<file path="config.mk">
export PLATFORM = sky130hd
export DESIGN_NAME = my_micro_sequencer
export DESIGN_NICKNAME = d
export VERILOG_FILES = /design/src/rtl/my_micro_sequencer.sv
export SDC_FILE = /design/constraint.sdc
export NUM_CORES = 1
export LEC_CHECK = 0
export BUFFER_PORTS_ARGS = -buffer_cell sky130_fd_sc_hd__buf_2
export CAP_MARGIN = 20
export CORE_MARGIN = 2
export CORE_UTILIZATION = 45
export DETAILED_ROUTE_END_ITERATION = 12
export GPL_TIMING_DRIVEN = 0
export PLACE_DENSITY_LB_ADDON = 0.08
export SETUP_SLACK_MARGIN = 0.05
export SYNTH_ARGS = -nofsm -noshare
export SYNTH_HDL_FRONTEND = slang
export SYNTH_SLANG_ARGS = --single-unit
</file>
<file path="constraint.sdc">
create_clock -name clk -period 2.1 [get_ports clk]
set_input_delay 0.42 -clock clk [delete_from_list [all_inputs] [get_ports clk]]
set_output_delay 0.42 -clock clk [all_outputs]
set_load 0.02 [all_outputs]
</file>
<file path="src/rtl/my_micro_sequencer.sv">
// Micro-PC sequencer with programmable opcode/funct dispatch table; outputs registered, one-cycle latency.
// i_stall holds micro-PC and flags while table writes still proceed; no combinational input-to-output path.
module my_micro_sequencer #(
  parameter int ADDR_W       = 8,
  parameter int OP_W         = 6,
  parameter int FUNCT_W      = 6,
  parameter int N_ENTRY      = 8,
  parameter int FETCH_ADDR   = 0,
  parameter int ILLEGAL_ADDR = 2**ADDR_W-1
) (
  input  logic                       clk,
  input  logic                       reset_n,
  input  logic [OP_W-1:0]            i_op,
  input  logic [FUNCT_W-1:0]         i_funct,
  input  logic [1:0]                 i_addr_ctrl,
  input  logic [ADDR_W-1:0]          i_jump_addr,
  input  logic                       i_stall,
  input  logic                       i_wr_en,
  input  logic [$clog2(N_ENTRY)-1:0] i_wr_idx,
  input  logic [OP_W-1:0]            i_wr_op,
  input  logic [FUNCT_W-1:0]         i_wr_funct,
  input  logic                       i_wr_funct_care,
  input  logic                       i_wr_valid,
  input  logic [ADDR_W-1:0]          i_wr_target,
  output logic [ADDR_W-1:0]          o_upc,
  output logic                       o_illegal,
  output logic [$clog2(N_ENTRY)-1:0] o_hit_idx
);

  localparam int IDX_W = $clog2(N_ENTRY);

  typedef enum logic [1:0] {
    MODE_FETCH    = 2'b00,
    MODE_DISPATCH = 2'b01,
    MODE_NEXT     = 2'b10,
    MODE_JUMP     = 2'b11
  } mode_e;

  mode_e              mode;
  logic [N_ENTRY-1:0] tbl_vld;
  logic [N_ENTRY-1:0] tbl_care;
  logic [OP_W-1:0]    tbl_op    [N_ENTRY];
  logic [FUNCT_W-1:0] tbl_funct [N_ENTRY];
  logic [ADDR_W-1:0]  tbl_tgt   [N_ENTRY];

  logic               hit;
  logic [IDX_W-1:0]   hit_idx;
  logic [ADDR_W-1:0]  hit_tgt;
  logic [ADDR_W-1:0]  upc_nxt;
  logic               dispatch;

  assign mode     = mode_e'(i_addr_ctrl);
  assign dispatch = (mode == MODE_DISPATCH);

  // Scan from the top so the lowest matching index is the last assignment and wins.
  always_comb begin
    hit     = 1'b0;
    hit_idx = '0;
    hit_tgt = '0;
    for (int k = N_ENTRY-1; k >= 0; k--) begin
      if (tbl_vld[k] && (tbl_op[k] == i_op) &&
          (!tbl_care[k] || (tbl_funct[k] == i_funct))) begin
        hit     = 1'b1;
        hit_idx = IDX_W'(k);
        hit_tgt = tbl_tgt[k];
      end
    end
  end

  always_comb begin
    upc_nxt = ADDR_W'(FETCH_ADDR);
    case (mode)
      MODE_FETCH:    upc_nxt = ADDR_W'(FETCH_ADDR);
      MODE_DISPATCH: upc_nxt = hit ? hit_tgt : ADDR_W'(ILLEGAL_ADDR);
      MODE_NEXT:     upc_nxt = o_upc + ADDR_W'(1);
      MODE_JUMP:     upc_nxt = i_jump_addr;
      default:       upc_nxt = ADDR_W'(FETCH_ADDR);
    endcase
  end

  // Out-of-range write indices match no entry and are dropped.
  always_ff @(posedge clk or negedge reset_n) begin
    if (!reset_n) begin
      tbl_vld  <= '0;
      tbl_care <= '0;
      for (int k = 0; k < N_ENTRY; k++) begin
        tbl_op[k]    <= '0;
        tbl_funct[k] <= '0;
        tbl_tgt[k]   <= '0;
      end
    end else begin
      for (int k = 0; k < N_ENTRY; k++) begin
        if (i_wr_en && (i_wr_idx == IDX_W'(k))) begin
          tbl_vld[k]   <= i_wr_valid;
          tbl_care[k]  <= i_wr_funct_care;
          tbl_op[k]    <= i_wr_op;
          tbl_funct[k] <= i_wr_funct;
          tbl_tgt[k]   <= i_wr_target;
        end
      end
    end
  end

  always_ff @(posedge clk or negedge reset_n) begin
    if (!reset_n) begin
      o_upc     <= ADDR_W'(FETCH_ADDR);
      o_illegal <= 1'b0;
      o_hit_idx <= '0;
    end else if (!i_stall) begin
      o_upc     <= upc_nxt;
      o_illegal <= dispatch && !hit;
      if (dispatch && hit) o_hit_idx <= hit_idx;
    end
  end

endmodule

</file>
==> flow_summary.ini, run 1 <==
[yosys]
syn_nets = 763
synth_seq_cells = 188
synth-edff-count = 0
ys_warn_count = 0
postSynthCellCount = 711
syn_area_um2 = 9030
synth_flop_cell = dfrtp_1
synth_area_leaders = dfrtp_1, mux2_2, xnor2_1
synth_cell_types = 50
synth_top_area_share_pct = 52.1
seq_area_frac_synth_pct = 52.1
avgSynthCellArea_um2 = 12.7
async_reset_ff_share_pct = 100
yosys.area.top_type = dfrtp_1

[floorplanning]
fp.dieArea_um2 = 21200
die_h_um = 146
start_util_pct = 46.1
ios = 63
fp-row-count = 51
coreArea_um2 = 19600
die_x_um = 146

[cts]
tritoncts = yes
root_buffer = clkbuf_16
clock-sinks = 188
h-tree-depth = 4
clock_latency_ps = 430
numCtsBuffers = 17
path_clk_slew_ps = 70
clk_path_buf_depth = 2

[placement]
dp_hpwl_mm = 15.8
postPlaceCellArea_um2 = 9780
gp_congestion = 0.819
io_buffers = 47

[grt]
top_usage_layer = met2
met2_usage_pct = 38.5
grt_max_degree = 114
grt_pass1_wl_mm = 36.7
antenna_found_initial = 0
gr-usage-met1_pct = 30.4
overflow = 0
grt_pass1_vias = 6253
track_usage_pct = 22.7
gr-usage-met3_pct = 4.11

[sta]
maxSlewViolCount = 0
max_slew_margin_pct = 33.3
setup_viol = 11
max_freq_ghz = 0.408
tightest_slew_ps = 1000
finalHoldViolations = 0
final.period_utilization_pct = 117
finalSetupTns_ps = -3040
holdWs_ps = 306
layout_setup_ws_ps = -351
clock_skew_ps = 7.73
fin_crit_ps = 2450
grt_setup_unrepaired = true

[worst_setup_path]
path_class = reg -> reg
cp_slowest_cell = dfrtp_1
start_kind = flip-flop
slowest_delay_ps = 390
crit_fanout = 5
critPathRequiredTime_ps = 2380
crit_chain = xor2_1 > nor4_1 > nand3_1 > a211oi_2 > buf_4 > nand4b_1 > nor4b_4 > buf_6 > a221oi_2 > o221ai_2
critPathCaptureType = flip-flop
arrival_ps = 2730

[power]
switchingPower_mw = 2.93
swShare_pct = 28.7
p_total_mw = 10.2
vdd_drop_max_mv = 0.608
p_seq_share_pct = 48.6
p_leak_nw = 4.47
powerDensity_nw_per_um2 = 952
p_clk_share_pct = 31.8
p_int_mw = 7.26
power_frac_comb_pct = 19.6

[worst_hold_path]
hold_class = in -> reg

[cells_and_area]
nets = 841
fill_cells = 1679
antenna_cells = 0
fin_util_pct = 54.6
area_delta_synth_final_pct = 18.5
fin_area_um2 = 10700
drive_gt1_share_pct = 38.5
mostFrequentLayoutCells = dfrtp_1, mux2_2, xnor2_1, buf_2, xor2_1
layout.cells.most_common = dfrtp_1

[drt]
wirelength_mm = 23.2
dr.pass1.iters = 5
viasPerCell = 5.55
drtIter0Drc = 358
drc_errors = 0
ant_nets = 0
routedWlPerCell_um = 21.8
vias = 5925

[run_status]
violations = setup timing
status = complete, but fails checks

[job]
drv_cap = 0
-- worst max-delay path: cells and delay by family (launching register included) --
family	cells	cell delay, ps
DFF	1	390
AOI/OAI and AO/OA	3	710
buffers and inverters	2	330
and+or+nand+nor	4	730
xor gates and xnor gates	1	150
-- routing by layer --
| metal | wire length, um | vias up | part of all wire [%] |
|---|---|---|---|
| met3 | 588 | 20 | 2.5 |
| met5 | 0 | - | 0 |
| met4 | 349 | 0 | 1.5 |
| li1 | - | 2741 | - |
| met2 | 11900 | 95 | 51 |
| met1 | 10400 | 3069 | 45 |
-- kinds of logic (layout without fill, tap and decap cells) --
| kind of cell | count (synthesis) | after routing | synth area share [%] |
|---|---|---|---|
| xor+xnor | 97 | 97 | 9.41 |
| simple gates | 111 | 111 | 6.50 |
| mux | 175 | 175 | 21.8 |
| fa+ha+maj | 1 | 1 | 0.139 |
| buf+inv | 49 | 140 | 2.52 |
| flops | 188 | 188 | 52.1 |
| compound gates | 90 | 90 | 7.50 |
-- path summary, 6_finish.rpt --
path / startpoint / to / slack [ps] / cells past startpoint
setup / recovery: tbl_funct[11] / o_upc[4] / -350 / 10
hold / removal: i_wr_target[6] / tbl_tgt[46] / 310 / 3
setup reg to reg: tbl_funct[11] / o_upc[4] / -350 / 10
hold reg to reg: tbl_tgt[8] / tbl_tgt[8] / 510 / 1
max in group asynchronous: reset_n / tbl_op[37] / 570 / 3
min in group asynchronous: reset_n / tbl_tgt[2] / 560 / 2
-- stage by stage --
step	instances	worst slack (ps)
6_report	1067	-351
3_5_place_dp	1024	-1300
3_3_place_gp	1023	-2430
4_1_cts	1064	-325
2_1_floorplan	711	-187
5_1_grt	1067	-511
-- cells in the mapped netlist (all sizes together), types with 5 or more instances --
| master | instances |
|---|---|
| a21oi | 14 |
| a221oi | 12 |
| a22oi | 6 |
| buf | 20 |
| clkbuf | 23 |
| dfrtp | 188 |
| inv | 6 |
| mux2 | 173 |
| nand2 | 31 |
| nand3 | 12 |
| nand4 | 13 |
| nand4b | 5 |
| nor2 | 20 |
| nor3 | 7 |
| nor4 | 6 |
| o21ai | 10 |
| o221ai | 12 |
| o22ai | 5 |
| o311a | 6 |
| o31ai | 6 |
| xnor2 | 60 |
| xor2 | 37 |
-- registers in the layout, summed over array words and instances (netlist names) --
signal	count
tbl_vld	8
o_upc	8
tbl_op	48
o_hit_idx	3
o_illegal	1
tbl_care	8
tbl_funct	48
tbl_tgt	64
-- power groups by stage --
stage / Clock [mW] / Sequential [mW] / Combinational, mW
4_1_cts: 3.31 / 4.93 / 2.00
6_report: 3.24 / 4.95 / 2.00
3_5_place_dp: 0 / 4.98 / 1.90
5_1_grt: 3.48 / 5.04 / 2.18
3_3_place_gp: 0 / 4.93 / 1.85
2_1_floorplan: 0 / 4.90 / 1.36
-- final cells by class --
cell class              count  area, um2  area share [%]
clock inverters            15        164            1.53
plain buffers              41        284            2.66
clock buffers              17        425            3.98
flip-flops and latches    188       4700            44.0
well taps                 265        332            3.10
inverters                   6       22.5           0.211
multi-input cells         474       4370            40.9
repair buffers             61        389            3.64
-- repair_timing --
action / CTS / global route
hold endpoints to repair: 32 / 0
resized for setup: 40 / 11
gates cloned: 1 / 0
endpoints found under the setup margin: 85 / 39
pin swaps: 14 / 11
setup buffers: 8 / 3
hold buffers: 1 / 0
Note: power is estimated with default switching activity, not from simulation.
==> run 2, diff against run 1 <==
--- a/config.mk
+++ b/config.mk
@@ -5,10 +5,11 @@
 export SDC_FILE = /design/constraint.sdc
 export NUM_CORES = 1
 export LEC_CHECK = 0
+export ABC_AREA = 1
 export BUFFER_PORTS_ARGS = -buffer_cell sky130_fd_sc_hd__buf_2
 export CAP_MARGIN = 20
 export CORE_MARGIN = 2
-export CORE_UTILIZATION = 45
+export CORE_UTILIZATION = 54
 export DETAILED_ROUTE_END_ITERATION = 12
 export GPL_TIMING_DRIVEN = 0
 export PLACE_DENSITY_LB_ADDON = 0.08
==> run 2 against run 1 <==
  * The run still ends with setup timing left
  * First-iteration DRC count up 82%
  * Combinational power down 8%
  * Clock skew about the same
  * Count of clock-buffer cells in the layout up 2
  * Sequential cell count unchanged
  * Sequential share of layout area down 1.6 points
  * Setup slack better by 340 ps
  * Via count up 42%
  * Cell count up 46%
  * Die area down 11%
  * Critical path depth up 5
  * Critical endpoint is now o_upc[1]
  * Largest power group unchanged
  * Highest routed layer unchanged
==> flow_summary.ini, run 2 <==
[floorplanning]
start_util_pct = 55.2
ios = 63
die_h_um = 137
coreArea_um2 = 17400
fp.dieArea_um2 = 18800
fp-row-count = 48
die_x_um = 137

[grt]
grt_pass1_wl_mm = 41.5
antenna_found_initial = 0
grt_pass1_vias = 7756
grt_max_degree = 121
overflow = 0
track_usage_pct = 29.6

[cts]
tritoncts = yes
path_clk_slew_ps = 70
clock_latency_ps = 430
numCtsBuffers = 17
clock-sinks = 188
h-tree-depth = 4
root_buffer = clkbuf_16
clk_path_buf_depth = 2

[cells_and_area]
final_cells = 1559
nets = 1374
largest_reg_flops = 64
top_register = tbl_tgt
layout.cells.most_common = nand2_1
top_regs = tbl_tgt: 64 flops, tbl_funct: 48 flops, tbl_op: 48 flops
antenna_cells = 0
area_delta_synth_final_pct = 15.6
fin_util_pct = 63.9
mostFrequentLayoutCells = nand2_1, dfrtp_1, o21ai_0, inv_1, nor2_1
drive_gt1_share_pct = 16.1

[job]
drv_cap = 0

[worst_setup_path]
critPathCaptureType = flip-flop
critPathRequiredTime_ps = 2430
start_kind = flip-flop
crit_fanout = 6
arrival_ps = 2440
path_class = reg -> reg

[placement]
gp_congestion = 0.870
dp_hpwl_mm = 18.3
place_inst = 1516
io_buffers = 53

[sta]
finalHoldViolations = 0
max_slew_margin_pct = 35.0
setup_viol = 1
finalSetupTns_ps = -8.34
tightest_slew_ps = 968
grt_setup_unrepaired = true
max_freq_ghz = 0.474
clock_skew_ps = 7.37
final.period_utilization_pct = 100
fin_crit_ps = 2110
layout_setup_ws_ps = -8.34
maxSlewViolCount = 0

[drt]
drc_errors = 0
vias = 8409
routedWlPerCell_um = 17.1
dr.pass1.iters = 5
wirelength_mm = 26.6
ant_nets = 0
drtIter0Drc = 651
viasPerCell = 5.39

[yosys]
synth_cell_types = 45
synth-edff-count = 0
avgSynthCellArea_um2 = 7.75
synth_area_leaders = dfrtp_1, nand2_1, o21ai_0
async_reset_ff_share_pct = 100
syn_nets = 1289
yosys.area.top_type = dfrtp_1
syn_area_um2 = 9590
synth_commonest_cells = nand2_1, dfrtp_1, o21ai_0
seq_area_frac_synth_pct = 49.1
ys_warn_count = 0
synth_most_common_cell = nand2_1
synth_top_area_share_pct = 49.1
synth_flop_cell = dfrtp_1
synth_seq_cells = 188
postSynthCellCount = 1237

[power]
powerDensity_nw_per_um2 = 903
vdd_drop_max_mv = 0.703
p_leak_nw = 5.62

[run_status]
violations = setup timing
status = complete, but fails checks

[worst_hold_path]
hold_class = in -> reg
## run 2: cell count changes in the layout (fill, tap and decap cells not counted), moves of 21 or more
| cell | change |
|---|---|
| clkbuf_1 | +21 |
| o21ai_0 | +170 |
| nand3_1 | +26 |
| inv_1 | +94 |
| nor2_1 | +54 |
| nand2_1 | +383 |
| mux2_1 | -25 |
| mux2_2 | -148 |
| nand2_2 | +26 |
| xnor2_1 | -43 |
## run 2: power by group
part / total [mW] / switching, mW / internal, mW
combinational: 1.84 / 1.11 / 0.730
sequential: 4.76 / 0.461 / 4.30
clock: 3.42 / 1.41 / 2.01
total: 10.0 / 2.98 / 7.04
## run 2: per-layer routing
layer / track usage (%) / vias up / share of wire (%)
met5: 0 / - / 0
met4: 7.39 / 0 / 1.7
met3: 5.26 / 36 / 5.8
met2: 47.0 / 254 / 47
met1: 42.2 / 4045 / 45
li1: - / 4074 / -
## run 2: timing repair
item / 4_1_cts / 5_1_grt
resized for setup: 21 / 38
gates cloned: 1 / 0
buffers inserted: 9 / 1
hold buffers: 1 / 0
hold endpoints to repair: 68 / 0
setup endpoints to repair: 8 / 8
pin swaps: 6 / 11
## run 2: kinds of logic after synthesis
family / Yosys count / share of synthesized area (%)
AND/OR/NAND/NOR: 608 / 27.2
buffers and inverters: 172 / 7.72
adder cells (fa/ha/maj): 1 / 0.130
flip-flops: 188 / 49.1
AO/OA/AOI/OAI: 229 / 12.4
XOR/XNOR: 39 / 3.56
## run 2: metrics by stage
| stage | setup WS (ps) | cell area [um2] | total power [mW] | hold slack, ps |
|---|---|---|---|---|
| 6_report | -8.34 | 11100 | 10.0 | 216 |
| 2_1_floorplan | 193 | 9590 | 5.95 | 124 |
| 5_1_grt | -171 | 11100 | 10.5 | 223 |
| 4_1_cts | 47.7 | 10900 | 10.0 | 208 |
| 3_3_place_gp | -2590 | 10100 | 6.45 | 464 |
| 3_5_place_dp | -456 | 10200 | 6.53 | 426 |
## run 2: cell type report
type	count	area, um2
clock inverters	12	171
plain buffers	50	278
flip-flops and latches	188	4700
clock buffers	19	443
well taps	225	282
multi-input cells	877	4330
inverters	122	465
fillers	1547	6270
repair buffers	66	410
## run 2: worst max-delay path, stage by stage, from the launching register on
cell     delay, ps
dfrtp_1        400
xnor2_1        150
nand4_1        180
nor3_2         300
nand2_4        150
buf_6          170
o21ai_2        120
inv_2           40
nand2_1         60
nand2_1         60
nand2_1        100
nand2_1         70
nand2_1         60
nand2_1         50
nand2_1         50
nand2_1         50
## run 2: path summary, 6_finish.rpt
kind	from	depth (start not counted)	slack, ps	to
max in group asynchronous	reset_n	3	550	tbl_tgt[55]
min in group asynchronous	reset_n	2	540	tbl_funct[3]
worst min register to register	o_illegal	2	480	o_illegal
worst min-delay path	i_wr_funct[1]	3	220	tbl_funct[1]
worst max-delay path	tbl_op[19]	15	-8	o_upc[1]
worst max register to register	tbl_op[19]	15	-8	o_upc[1]
==> run 3, diff against run 2 <==
--- a/config.mk
+++ b/config.mk
@@ -9,7 +9,7 @@
 export BUFFER_PORTS_ARGS = -buffer_cell sky130_fd_sc_hd__buf_2
 export CAP_MARGIN = 20
 export CORE_MARGIN = 2
-export CORE_UTILIZATION = 54
+export CORE_UTILIZATION = 55
 export DETAILED_ROUTE_END_ITERATION = 12
 export GPL_TIMING_DRIVEN = 0
 export PLACE_DENSITY_LB_ADDON = 0.08
==> run 3 against run 2 <==
  * The run still ends with setup timing left
  * Final area about the same
  * Sequential share of layout area about the same
  * Setup slack worse by 1.2 ps
  * Via count up 0.30%
  * Utilization up 0.61 points
  * Highest routed layer unchanged
==> flow_summary.ini, run 3 (synthesis gave the netlist of run 2 again) <==
[grt]
grt_pass1_wl_mm = 41.8
overflow = 0
track_usage_pct = 30.0
antenna_found_initial = 0
grt_max_degree = 102
grt_pass1_vias = 7922

[worst_setup_path]
path_class = reg -> reg
rr_startpoint = tbl_funct[23]
start_kind = flip-flop
arrival_ps = 2430
r2r-end = o_upc[1]
crit_chain = or2_1 > a21oi_2 > nand3_2 > nand2_2 > nand2_4 > buf_6 > o21ai_4 > inv_2 > nand2_2 > nand2_2 > nand2_2 > nand2_2 > nand2_1 > nand2_1 > nand2_1 > nand2_1
crit_family = simple AND/OR/NAND/NOR gates
cp-startpoint = tbl_funct[23]
crit_buf_inv = 2
crit_top_cell = nand2_2
ff2ff_setup_slack_ps = -10
critPathCaptureType = flip-flop
crit_fanout = 7
cp_slowest_cell = dfrtp_1
slowest_delay_ps = 430
r2r_cells = 16
critPathRequiredTime_ps = 2420

[sta]
tightest_slew_ps = 863
clock_skew_ps = 7.91
max_slew_margin_pct = 42.0
final.period_utilization_pct = 100
grt_setup_unrepaired = true
finalSetupTns_ps = -18.4
max_freq_ghz = 0.474
fin_crit_ps = 2110
maxSlewViolCount = 0
setup_viol = 2
layout_setup_ws_ps = -9.54
finalHoldViolations = 0

[cells_and_area]
antenna_cells = 0
mostFrequentLayoutCells = nand2_1, dfrtp_1, o21ai_0, inv_1, nor2_1
nets = 1374
final_cells = 1560
largest_reg_flops = 64
layout.cells.most_common = nand2_1
area_delta_synth_final_pct = 15.5
top_regs = tbl_tgt: 64 flops, tbl_funct: 48 flops, tbl_op: 48 flops
drive_gt1_share_pct = 15.7
top_register = tbl_tgt

[placement]
gp_congestion = 0.873
dp_hpwl_mm = 18.3
io_buffers = 53
place_inst = 1516

[worst_hold_path]
hold_class = in -> async

[power]
swShare_pct = 29.9
power_frac_comb_pct = 18.4
p_clk_share_pct = 34.4
vdd_drop_max_mv = 0.652
p_int_mw = 7.06
p_seq_share_pct = 47.2
switchingPower_mw = 3.01
p_total_mw = 10.1
powerDensity_nw_per_um2 = 909
p_leak_nw = 5.63

[drt]
drc_errors = 0
wirelength_mm = 26.8
vias = 8434
viasPerCell = 5.41
ant_nets = 0
routedWlPerCell_um = 17.2
dr.pass1.iters = 7
drtIter0Drc = 780

[cts]
clock_latency_ps = 430
holdBufCountCts = 0
path_clk_slew_ps = 70
clock-sinks = 188
h-tree-depth = 4
numCtsBuffers = 17
clk_path_buf_depth = 2
root_buffer = clkbuf_16
tritoncts = yes

[floorplanning]
fp.dieArea_um2 = 18500
fp-row-count = 48
die_h_um = 136
coreArea_um2 = 17200
die_x_um = 136
ios = 63
start_util_pct = 55.8

[job]
drv_cap = 0

[run_status]
status = complete, but fails checks
violations = setup timing
==> run 3: repair_timing <==
action                     in CTS  in global routing
buffers inserted                9                  2
gates cloned                    1                  0
setup endpoints to repair      10                  8
hold endpoints to repair        0                  0
resized for setup              23                 29
pin swaps                      10                  9
==> run 3: per-layer routing <==
layer  part of all wire [%]  vias up  GRT usage (%)
met4                    1.7        0           8.56
met1                     44     4073           41.6
met2                     47      260           47.7
met3                    7.1       30           6.34
met5                      0        -              0
li1                       -     4071              -
==> run 3: final cells by class <==
cell class                 count  area (um2)
fill                        1572        6100
sequential                   188        4700
multi-input combinational    877        4310
inverter                     122         468
clock buffer                  19         443
timing repair buffer          66         400
tap                          225         282
buffer                        50         280
clock inverter                13         189
==> run 3: worst max-delay path by stage <==
| stage | slack, ps | cells after the start | endpoint |
|---|---|---|---|
| 3_3_place_gp | -2590 | 1 | tbl_tgt[13] |
| 5_1_grt | -160 | 16 | o_upc[3] |
| 6_report | -10 | 16 | o_upc[1] |
| 4_1_cts | 30 | 16 | o_upc[2] |
| 3_5_place_dp | -490 | 18 | o_upc[2] |
| 2_1_floorplan | 190 | 18 | o_upc[4] |
==> run 3: stage by stage <==
| stage | hold slack [ps] | setup WS (ps) | cell area, um2 | util [%] |
|---|---|---|---|---|
| 2_1_floorplan | 124 | 193 | 9590 | - |
| 3_3_place_gp | 465 | -2590 | 10100 | 59.0 |
| 3_5_place_dp | 469 | -491 | 10200 | 59.2 |
| 4_1_cts | 75.5 | 32.2 | 11000 | 63.9 |
| 5_1_grt | 59.6 | -160 | 11100 | 64.5 |
| 6_report | 3.36 | -9.54 | 11100 | 64.5 |
==> run 3: worst register-to-register path: stages, from the launching register on <==
cell and delay, ps:
dfrtp_1 430, or2_1 260, a21oi_2 150, nand3_2 130, nand2_2 120, nand2_4 110, buf_6 180, o21ai_4 140
inv_2 50, nand2_2 60, nand2_2 60, nand2_2 70, nand2_2 60, nand2_1 50, nand2_1 40, nand2_1 50
nand2_1 50
==> run 3: power by group through the flow <==
| stage | clock (mW) | combinational, mW | sequential [mW] |
|---|---|---|---|
| final | 3.46 | 1.85 | 4.76 |
| after global routing | 3.67 | 2.10 | 4.83 |
| after CTS | 3.50 | 1.82 | 4.74 |
| after detailed placement | 0 | 1.73 | 4.79 |
| after global placement | 0 | 1.67 | 4.77 |
| after floorplan | 0 | 1.23 | 4.73 |
